[src/rtl/mult_seq_param.sv]
// Parametrised sequential multiplier: WIDTH x WIDTH product built from A_CHUNK x B_CHUNK
// partial products, one per cycle, with signed/unsigned mode and fixed latency.
module mult_seq_param #(
    parameter int WIDTH   = 32,
    parameter int A_CHUNK = 8,
    parameter int B_CHUNK = 16
) (
    input  logic                 clk,
    input  logic                 reset,
    input  logic                 start,
    input  logic [WIDTH-1:0]     a,
    input  logic [WIDTH-1:0]     b,
    input  logic                 is_signed,
    output logic                 busy,
    output logic                 done,
    output logic [2*WIDTH-1:0]   product
);

    localparam int NA = WIDTH / A_CHUNK;
    localparam int NB = WIDTH / B_CHUNK;
    localparam int IW = (NA > 1) ? $clog2(NA) : 1;
    localparam int JW = (NB > 1) ? $clog2(NB) : 1;
    localparam int PW = 2 * WIDTH;
    localparam int SW = $clog2(PW);
    localparam int CW = A_CHUNK + B_CHUNK;

    localparam logic [IW-1:0]    I_LAST = IW'(NA - 1);
    localparam logic [JW-1:0]    J_LAST = JW'(NB - 1);
    localparam logic [WIDTH-1:0] ONE_W  = {{(WIDTH-1){1'b0}}, 1'b1};
    localparam logic [PW-1:0]    ONE_P  = {{(PW-1){1'b0}}, 1'b1};

    typedef enum logic [1:0] {
        IDLE = 2'd0,
        RUN  = 2'd1,
        FIX  = 2'd2
    } state_t;

    state_t            state_r, state_s;
    logic [WIDTH-1:0]  a_mag_r, b_mag_r;
    logic              neg_r;
    logic [PW-1:0]     acc_r;
    logic [IW-1:0]     i_r;
    logic [JW-1:0]     j_r;
    logic              busy_r, done_r;
    logic [PW-1:0]     product_r;

    logic              last_s;
    logic [WIDTH-1:0]  a_abs_s, b_abs_s;
    logic              neg_s;
    logic [A_CHUNK-1:0] a_chunk_s;
    logic [B_CHUNK-1:0] b_chunk_s;
    logic [CW-1:0]     pp_s;
    logic [SW-1:0]     shamt_s;
    logic [PW-1:0]     addend_s;

    assign busy    = busy_r;
    assign done    = done_r;
    assign product = product_r;

    assign last_s = (i_r == I_LAST) && (j_r == J_LAST);

    // State register
    always_ff @(posedge clk) begin
        if (reset) begin
            state_r <= IDLE;
        end else begin
            state_r <= state_s;
        end
    end

    // Next-state logic
    always_comb begin
        state_s = state_r;
        case (state_r)
            IDLE: begin
                if (start) begin
                    state_s = RUN;
                end else begin
                    state_s = IDLE;
                end
            end
            RUN: begin
                if (last_s) begin
                    state_s = FIX;
                end else begin
                    state_s = RUN;
                end
            end
            FIX:     state_s = IDLE;
            default: state_s = IDLE;
        endcase
    end

    // Operand magnitudes, result sign and the current shifted partial product
    always_comb begin
        neg_s = is_signed & (a[WIDTH-1] ^ b[WIDTH-1]);
        if (is_signed && a[WIDTH-1]) begin
            a_abs_s = ~a + ONE_W;
        end else begin
            a_abs_s = a;
        end
        if (is_signed && b[WIDTH-1]) begin
            b_abs_s = ~b + ONE_W;
        end else begin
            b_abs_s = b;
        end
        a_chunk_s = A_CHUNK'(a_mag_r >> (int'(i_r) * A_CHUNK));
        b_chunk_s = B_CHUNK'(b_mag_r >> (int'(j_r) * B_CHUNK));
        pp_s      = {{B_CHUNK{1'b0}}, a_chunk_s} * {{A_CHUNK{1'b0}}, b_chunk_s};
        shamt_s   = SW'(int'(i_r) * A_CHUNK + int'(j_r) * B_CHUNK);
        addend_s  = PW'(pp_s) << shamt_s;
    end

    // Operand capture, accumulation, result commit and status flags
    always_ff @(posedge clk) begin
        if (reset) begin
            a_mag_r   <= {WIDTH{1'b0}};
            b_mag_r   <= {WIDTH{1'b0}};
            neg_r     <= 1'b0;
            acc_r     <= {PW{1'b0}};
            i_r       <= {IW{1'b0}};
            j_r       <= {JW{1'b0}};
            busy_r    <= 1'b0;
            done_r    <= 1'b0;
            product_r <= {PW{1'b0}};
        end else begin
            done_r <= (state_r == FIX);
            busy_r <= (state_s != IDLE);
            case (state_r)
                IDLE: begin
                    if (start) begin
                        a_mag_r <= a_abs_s;
                        b_mag_r <= b_abs_s;
                        neg_r   <= neg_s;
                        acc_r   <= {PW{1'b0}};
                        i_r     <= {IW{1'b0}};
                        j_r     <= {JW{1'b0}};
                    end
                end
                RUN: begin
                    acc_r <= acc_r + addend_s;
                    // i walks the a-chunks fastest; j advances on each wrap
                    if (i_r == I_LAST) begin
                        i_r <= {IW{1'b0}};
                        j_r <= j_r + 1'b1;
                    end else begin
                        i_r <= i_r + 1'b1;
                    end
                end
                FIX: begin
                    if (neg_r) begin
                        product_r <= ~acc_r + ONE_P;
                    end else begin
                        product_r <= acc_r;
                    end
                end
                default: begin
                end
            endcase
        end
    end

endmodule

[config.mk]
export PLATFORM = sky130hd
export DESIGN_NAME = mult_seq_param
export DESIGN_NICKNAME = d
export VERILOG_FILES = /design/src/rtl/mult_seq_param.sv
export SDC_FILE = /design/constraint.sdc
export NUM_CORES = 1
export LEC_CHECK = 0
export CORE_MARGIN = 1
export CORE_UTILIZATION = 29
export CTS_CLUSTER_SIZE = 25
export DETAILED_ROUTE_END_ITERATION = 12
export PLACE_DENSITY = 0.42
export SYNTH_ARGS = -nofsm -noshare
export SYNTH_HDL_FRONTEND = slang
export SYNTH_SLANG_ARGS = --single-unit
[constraint.sdc]
create_clock -name clk -period 15.25 [get_ports clk]
set_input_delay 3.05 -clock clk [delete_from_list [all_inputs] [get_ports clk]]
set_output_delay 3.05 -clock clk [all_outputs]
set_load 0.005 [all_outputs]
==> results.yml, run 1 <==
sta:
  hold_slack_ps: 450.2
  rsz0062_at_grt: "false"
  setup_viol: 0
  skew_ps: 14.84
  tightestPinTransition_ps: 1356
  period_minus_slack_ps: 10710
  finalSetupTns_ps: 0
  min_period_over_period_pct: 70.21
  max_freq_mhz: 93.40
  relSlewSlack_pct: 8.960
  finalHoldViolations: 0
  drv_slew: 0
hold_path:
  min_to: "product[63]"
  hold_class: "flop to flop"
  hold_depth: 2
  hold_path_startpoint: "product[63]"
setup_path:
  path_class: "flop to flop"
  critPathMaxStageDelay_ps: 1000
  cp_data_required_time_ps: 15640
  endpoint_kind: "flop"
  arrival_ps: 11100
  timing.rr.start: "i_r[0]"
  crit_path_top_delay_cell: "o21ai_1"
  cp-start-kind: "flop"
  r2r-end: "acc_r[62]"
  rrSetupSlack_ps: 4540
  worstPathMaxFanout: 54
  reg2reg_depth: 34
global_routing:
  grt_first_pass_wirelength_mm: 91.02
  antenna_found_initial: 1
  grt_util_all_layers_pct: 18.54
  overflow: 0
  grt_pass1_vias: 15920
  grt_max_degree: 140
placement:
  hpwl_mm: 45.50
  gp_congestion: 0.8852
  portBuffers: 133
clock_network:
  cts-root-buf: "clkbuf_16"
  htreeDepth: 4
  cts_resized: 0
  path_clk_slew_ps: 80
  clockBufferDepth: 2
  cts_tree: "done"
  cts_hold_buffers: 0
  cts_made_buffers: 17
  cts_setup_buffers: 0
  clock_latency_ps: 500
  clock-sinks: 200
floorplan:
  die_y_microns: 249.2
  core_sq_um: 60360
  start_util_pct: 29.37
  die-area_sq_um: 62120
  rows: 90
  die_w_microns: 249.2
  pin_count: 134
routing:
  drtPass1Iterations: 5
  wl_met1_mm: 26.78
  drt_iter0_markers: 786
  drt.antenna.violating_nets: 0
  highest_layer: "met5"
  via_count: 15920
  met2_length_mm: 27.54
  finalWirelength_mm: 57.44
  wl_met3_mm: 1.791
  avgViaCountPerCell: 5.179
  wire_per_inst_microns: 18.69
  post-route-drc-count: 0
finish:
  post-route-util_pct: 33.60
  area_delta_synth_final_pct: 14.41
  n_antenna_cell: 0
  drive_above_1_share_pct: 4.583
  layout.nets: 2543
pwr:
  power_density_nw_per_um2: 80.06
  p_leak_nw: 8.389
  ir_drop_uv: 92.45
logic_synthesis:
  synth_edf_count: 0
  netlist_top_cells_count: "nor2_1 (351), dfxtp_1 (200), a21oi_1 (141), nand2_1 (136), inv_1 (130)"
  synth_ff_type: "dfxtp_1"
  synthesis.nets: 2509
  avgSynthCellArea_sq_um: 7.900
  syn_inst: 2244
  ys_ff_latch: 200
  yosys.area.top_type: "dfxtp_1"
  ys_seq_area_share_pct: 22.59
  async_flop_share_pct: 0
  yosysMostFrequentCell: "nor2_1"
  synth_area_leaders: "dfxtp_1 (23%), fa_1 (9.6%), ha_1 (7.9%)"
  yosysWarnings: 0
  synth_top_area_share_pct: 22.59
  synth_cell_types: 72
  syn-cell-area_sq_um: 17730
run:
  max_cap_violations: 0
status:
  status: "finished clean"
==> worst max path at each step <==
| stage | startpoint | end | slack, ps |
|---|---|---|---|
| finish | i_r[0] | acc_r[62] | 4540 |
| global route | i_r[0] | acc_r[62] | 3820 |
| CTS | i_r[0] | acc_r[62] | 4560 |
| detailed placement | i_r[0] | acc_r[62] | 4600 |
| global placement | i_r[0] | acc_r[62] | 4800 |
| floorplan | i_r[0] | acc_r[63] | 6290 |
==> stage by stage <==
stage | cells | worst slack, ps | total power, mW | area, sq um
after floorplan | 2244 | 6288 | 0.9814 | 17730
after global placement | 3041 | 4795 | 1.164 | 19690
after detailed placement | 3041 | 4603 | 1.163 | 19690
after CTS | 3073 | 4560 | 1.652 | 20280
after global routing | 3073 | 3823 | 1.735 | 20280
final | 3073 | 4543 | 1.624 | 20280
==> final cells by class <==
cell class                 instances  area [sq um]
sequential                       200          4006
tap                              782         978.4
fill                            6489         40080
timing repair buffer             145          1435
multi-input combinational       1782         12770
clock inverter                    14         151.4
inverter                         132         496.7
clock buffer                      18         439.2
==> placed cells by master (no fill, tap or decap), types with 20 or more instances in the layout <==
master           instances
mux2i_1                 29
xor2_1                 116
dfxtp_1                198
nand2_1                136
inv_1                  130
xnor2_1                 74
nand3_1                 30
a22oi_1                 38
nor3_1                  26
nor2_1                 350
fa_1                    85
o21ai_0                102
nand2b_1                20
o31ai_1                 28
a211oi_1               102
a22o_1                  27
or3_1                   20
or2_2                   23
and3_1                  22
clkdlybuf4s50_1        132
a21o_1                  47
a21oi_1                141
ha_1                   112
==> sequential cells by signal, summed over array words and instances, names as in the netlist <==
name     cells
busy         1
j_r          1
neg_r        1
acc_r       64
i_r          2
b_mag_r     32
done         1
state_r      2
a_mag_r     32
product     64
==> per-layer routing <==
layer / vias up / track usage [%]
li1: 7988 / -
met1: 7590 / 23.77
met2: 276 / 31.66
met3: 59 / 2.894
met4: 2 / 5.926
met5: - / 0
==> cells by family after synthesis <==
| group | after synthesis | share of synthesized area, % |
|---|---|---|
| AND/OR/NAND/NOR | 724 | 18.74 |
| AO/OA/AOI/OAI | 631 | 23.88 |
| buffers and inverters | 262 | 5.569 |
| flip-flops | 200 | 22.59 |
| adder cells (fa/ha/maj) | 197 | 17.50 |
| XOR/XNOR | 190 | 9.387 |
| multiplexers | 40 | 2.336 |
==> where the power goes <==
| group | internal, mW | switching, mW |
|---|---|---|
| Clock | 0.223 | 0.257 |
| Sequential | 0.543 | 0.0207 |
| Combinational | 0.201 | 0.379 |
==> critical path: cells and delay by family, from the launching register on <==
kind | cells | cell delay [ps]
simple gates | 6 | 1400
fa+ha+maj | 6 | 2900
buf+inv | 3 | 610
xor+xnor | 2 | 620
mux | 1 | 410
flops | 1 | 320
compound gates | 16 | 4330
Note: power is estimated with default switching activity, not from simulation.
==> run 2: changes to the inputs <==
==> constraint.sdc (replaced) <==
create_clock -name clk -period 10.8 [get_ports clk]
set_input_delay 2.16 -clock clk [delete_from_list [all_inputs] [get_ports clk]]
set_output_delay 2.16 -clock clk [all_outputs]
set_load 0.005 [all_outputs]
==> results.yml, run 2 (synthesized netlist as in run 1, its figures left out) <==
finish:
  final_cell_mix: "nor2_1 (350), dfxtp_1 (198), a21oi_1 (141)"
  drive_above_1_share_pct: 5.039
  layout.nets: 2554
  final_area_sq_um: 20380
  mostFrequentLayoutCell: "nor2_1"
  area_delta_synth_final_pct: 14.97
setup_path:
  cp_data_required_time_ps: 11200
  cp-start-kind: "flop"
  reg2reg_depth: 31
  worstPathMaxFanout: 17
  path_class: "flop to flop"
  endpoint_kind: "flop"
  timing.rr.start: "j_r"
  crit_path_top_delay_cell: "dfxtp_1"
  critPathMostFrequentCell: "a21oi_1"
  r2r-end: "acc_r[63]"
  rrSetupSlack_ps: 890
  arrival_ps: 10310
  critPathMaxStageDelay_ps: 930
floorplan:
  die_w_microns: 249.2
  pin_count: 134
  die-area_sq_um: 62120
  die_y_microns: 249.2
  start_util_pct: 29.37
  rows: 90
  core_sq_um: 60360
hold_path:
  hold_depth: 2
  hold_class: "flop to flop"
  hold_path_startpoint: "product[59]"
  min_to: "product[59]"
clock_network:
  cts_hold_buffers: 0
  clock_latency_ps: 510
  htreeDepth: 4
  path_clk_slew_ps: 80
  cts_made_buffers: 17
  cts-root-buf: "clkbuf_16"
  cts_setup_buffers: 0
  cts_tree: "done"
  clockBufferDepth: 2
  clock-sinks: 200
  cts_resized: 0
routing:
  drtPass1Iterations: 5
  wl_met1_mm: 26.32
  wl_met3_mm: 1.388
  avgViaCountPerCell: 5.141
  highest_layer: "met4"
  wire_per_inst_microns: 18.24
  finalWirelength_mm: 56.28
  met2_length_mm: 27.72
  drt_iter0_markers: 913
  post-route-drc-count: 0
  drt.antenna.violating_nets: 0
  via_count: 15860
placement:
  portBuffers: 133
  gp_congestion: 0.8946
  place_area_sq_um: 19760
  hpwl_mm: 45.15
global_routing:
  antenna_found_initial: 0
  overflow: 0
  grt_first_pass_wirelength_mm: 89.97
  grt_util_all_layers_pct: 18.30
  grt_max_degree: 88
  grt_pass1_vias: 15920
sta:
  min_period_over_period_pct: 91.73
  max_freq_mhz: 100.9
  setup_viol: 0
  tightestPinTransition_ps: 1156
  drv_slew: 0
  relSlewSlack_pct: 22.44
  finalSetupTns_ps: 0
  period_minus_slack_ps: 9907
  skew_ps: 18.00
  rsz0062_at_grt: "false"
  finalHoldViolations: 0
pwr:
  power_density_nw_per_um2: 113.3
  ir_drop_uv: 105.3
  p_leak_nw: 8.442
run:
  max_cap_violations: 0
status:
  status: "finished clean"
[run 2: cell count changes in the layout (fill, tap and decap cells not counted), moves of 2 or more]
cell,before,now
clkinvlp_4,1,3
inv_8,0,3
buf_4,11,23
clkinv_2,3,1
inv_6,6,3
[run 2: layout make-up]
class | count | area, sq um
inverters | 132 | 496.7
flip-flops and latches | 200 | 4006
clock buffers | 18 | 439.2
well taps | 782 | 978.4
fillers | 6485 | 39980
multi-input cells | 1782 | 12770
clock inverters | 14 | 177.7
diodes | 1 | 2.502
repair buffers | 156 | 1505
[run 2: metal layers]
layer / vias to the layer above / GRT usage [%]
met5: - / 0
met4: 0 / 4.832
met3: 44 / 2.445
met2: 268 / 31.95
met1: 7534 / 23.54
li1: 8015 / -
[run 2: worst max-delay path by stage]
stage / end / cells past startpoint / startpoint
final: acc_r[63] / 31 / j_r
after global routing: acc_r[63] / 31 / j_r
after CTS: acc_r[63] / 32 / j_r
after detailed placement: acc_r[63] / 32 / j_r
after global placement: acc_r[62] / 33 / j_r
after floorplan: acc_r[63] / 36 / i_r[0]
[run 2: critical path: cells and delay by family, from the launching register on]
family	cells	cell delay, ps
AOI/OAI and AO/OA	17	3600
adders and majority gates	6	2940
and+or+nand+nor	4	1000
DFF	1	930
muxes	1	720
xor gates and xnor gates	1	490
buffers and inverters	2	90
[run 2: per-stage QoR]
step           utilization (%)  instances  worst slack [ps]  total power [mW]  hold slack, ps
3_3_place_gp             32.74       3052              1009             1.644           439.0
4_1_cts                  33.76       3084             868.8             2.351           453.0
3_5_place_dp             32.74       3052             907.1             1.644           442.0
6_report                 33.77       3085             893.2             2.309           449.6
5_1_grt                  33.76       3084             207.1             2.468           468.0
2_1_floorplan                -       2244              1838             1.386           431.5
[run 2: report_power, final]
group	internal (mW)	switching, mW
combinational	0.290	0.530
sequential	0.767	0.0310
clock	0.339	0.352
total	1.40	0.913
==> run 3: changes to the inputs <==
--- a/config.mk
+++ b/config.mk
@@ -10,6 +10,7 @@
 export CTS_CLUSTER_SIZE = 25
 export DETAILED_ROUTE_END_ITERATION = 12
 export PLACE_DENSITY = 0.42
+export SETUP_SLACK_MARGIN = 0.4
 export SYNTH_ARGS = -nofsm -noshare
 export SYNTH_HDL_FRONTEND = slang
 export SYNTH_SLANG_ARGS = --single-unit
==> results.yml, run 3 (synthesized netlist as in run 1, its figures left out) <==
floorplan:
  die-area_sq_um: 62120
  pin_count: 134
  rows: 90
  die_w_microns: 249.2
  core_sq_um: 60360
  start_util_pct: 29.37
  die_y_microns: 249.2
sta:
  finalHoldViolations: 0
  min_period_over_period_pct: 89.62
  drv_slew: 0
  finalSetupTns_ps: 0
  tightestPinTransition_ps: 1156
  setup_viol: 0
  relSlewSlack_pct: 22.44
  rsz0062_at_grt: "false"
  hold_slack_ps: 449.6
  skew_ps: 18.00
  max_freq_mhz: 103.3
  period_minus_slack_ps: 9679
setup_path:
  endpoint_kind: "flop"
  cp_data_required_time_ps: 11200
  timing.rr.start: "i_r[0]"
  crit_start: "i_r[0]"
  rrSetupSlack_ps: 1120
  critPathMaxStageDelay_ps: 650
  cp-start-kind: "flop"
  critPathMostFrequentCell: "a21oi_1"
  arrival_ps: 10080
  worstPathMaxFanout: 17
  path_class: "flop to flop"
  reg2reg_depth: 33
  crit_path_top_delay_cell: "dfxtp_2"
  cp-endpoint: "acc_r[63]"
  r2r-end: "acc_r[63]"
global_routing:
  overflow: 0
  grt_first_pass_wirelength_mm: 89.97
  grt_max_degree: 88
  antenna_found_initial: 0
  grt_pass1_vias: 15920
  grt_util_all_layers_pct: 18.30
pwr:
  power_density_nw_per_um2: 113.3
  p_leak_nw: 8.443
  power_mw: 2.309
  ir_drop_uv: 105.3
finish:
  final_area_sq_um: 20380
  layout.nets: 2554
  drive_above_1_share_pct: 5.083
  n_fill_cell: 6486
  area_delta_synth_final_pct: 14.98
  mostFrequentLayoutCell: "nor2_1"
  final_cell_mix: "nor2_1 (350), dfxtp_1 (197), a21oi_1 (141)"
placement:
  hpwl_mm: 45.15
  portBuffers: 133
  place_area_sq_um: 19760
  gp_congestion: 0.8946
routing:
  highest_layer: "met4"
  wl_met3_mm: 1.341
  via_count: 15860
  finalWirelength_mm: 56.28
  wire_per_inst_microns: 18.24
  drt_iter0_markers: 913
  drtPass1Iterations: 5
  avgViaCountPerCell: 5.141
  drt.antenna.violating_nets: 0
  met2_length_mm: 27.70
  wl_met1_mm: 26.38
  post-route-drc-count: 0
clock_network:
  cts-root-buf: "clkbuf_16"
  cts_setup_buffers: 0
  cts_hold_buffers: 0
  clock-sinks: 200
  path_clk_slew_ps: 80
  clock_latency_ps: 510
  cts_resized: 0
  clockBufferDepth: 2
  htreeDepth: 4
  cts_made_buffers: 17
  cts_tree: "done"
run:
  max_cap_violations: 0
hold_path:
  hold_path_startpoint: "product[59]"
  hold_class: "flop to flop"
status:
  status: "finished clean"
[run 3: per-layer routing]
layer | vias to the layer above | GRT usage (%)
met5 | - | 0
met4 | 0 | 4.832
met3 | 44 | 2.445
met2 | 265 | 31.95
met1 | 7535 | 23.54
li1 | 8015 | -
[run 3: worst max-delay path, delay by kind of cell, from the launching register on]
kind	cells	cell delay (ps)
AOI/OAI and AO/OA	18	3800
xor gates and xnor gates	1	490
adders and majority gates	6	2890
buffers and inverters	3	370
DFF	1	650
muxes	1	420
and+or+nand+nor	4	930
[run 3: layout make-up]
class / instances / area, sq um / area share [%]
multi-input combinational: 1782 / 12770 / 62.68
sequential: 200 / 4008 / 19.66
clock inverter: 14 / 177.7 / 0.8717
inverter: 132 / 496.7 / 2.437
antenna: 1 / 2.502 / 0.01228
tap: 782 / 978.4 / 4.801
timing repair buffer: 156 / 1505 / 7.385
clock buffer: 18 / 439.2 / 2.155
[run 3: report_power, final]
group | internal (mW) | total, mW | leakage, nW | switching (mW)
Sequential | 0.767 | 0.798 | 1.63 | 0.0310
Clock | 0.339 | 0.691 | 0.291 | 0.352
Combinational | 0.290 | 0.820 | 6.52 | 0.530
[run 3: worst min path at each step]
stage	end	slack, ps	cells past startpoint
6_report	product[59]	450	2
5_1_grt	b_mag_r[0]	470	2
4_1_cts	product[59]	450	2
3_5_place_dp	product[49]	440	2
3_3_place_gp	b_mag_r[30]	440	2
2_1_floorplan	b_mag_r[18]	430	2
[run 3: per-stage QoR]
stage / utilization (%) / std cells / setup WS (ps)
after global routing: 33.76 / 3084 / 490.1
final: 33.77 / 3085 / 1121
after detailed placement: 32.74 / 3052 / 907.1
after CTS: 33.76 / 3084 / 868.8
after floorplan: - / 2244 / 1838
after global placement: 32.74 / 3052 / 1009
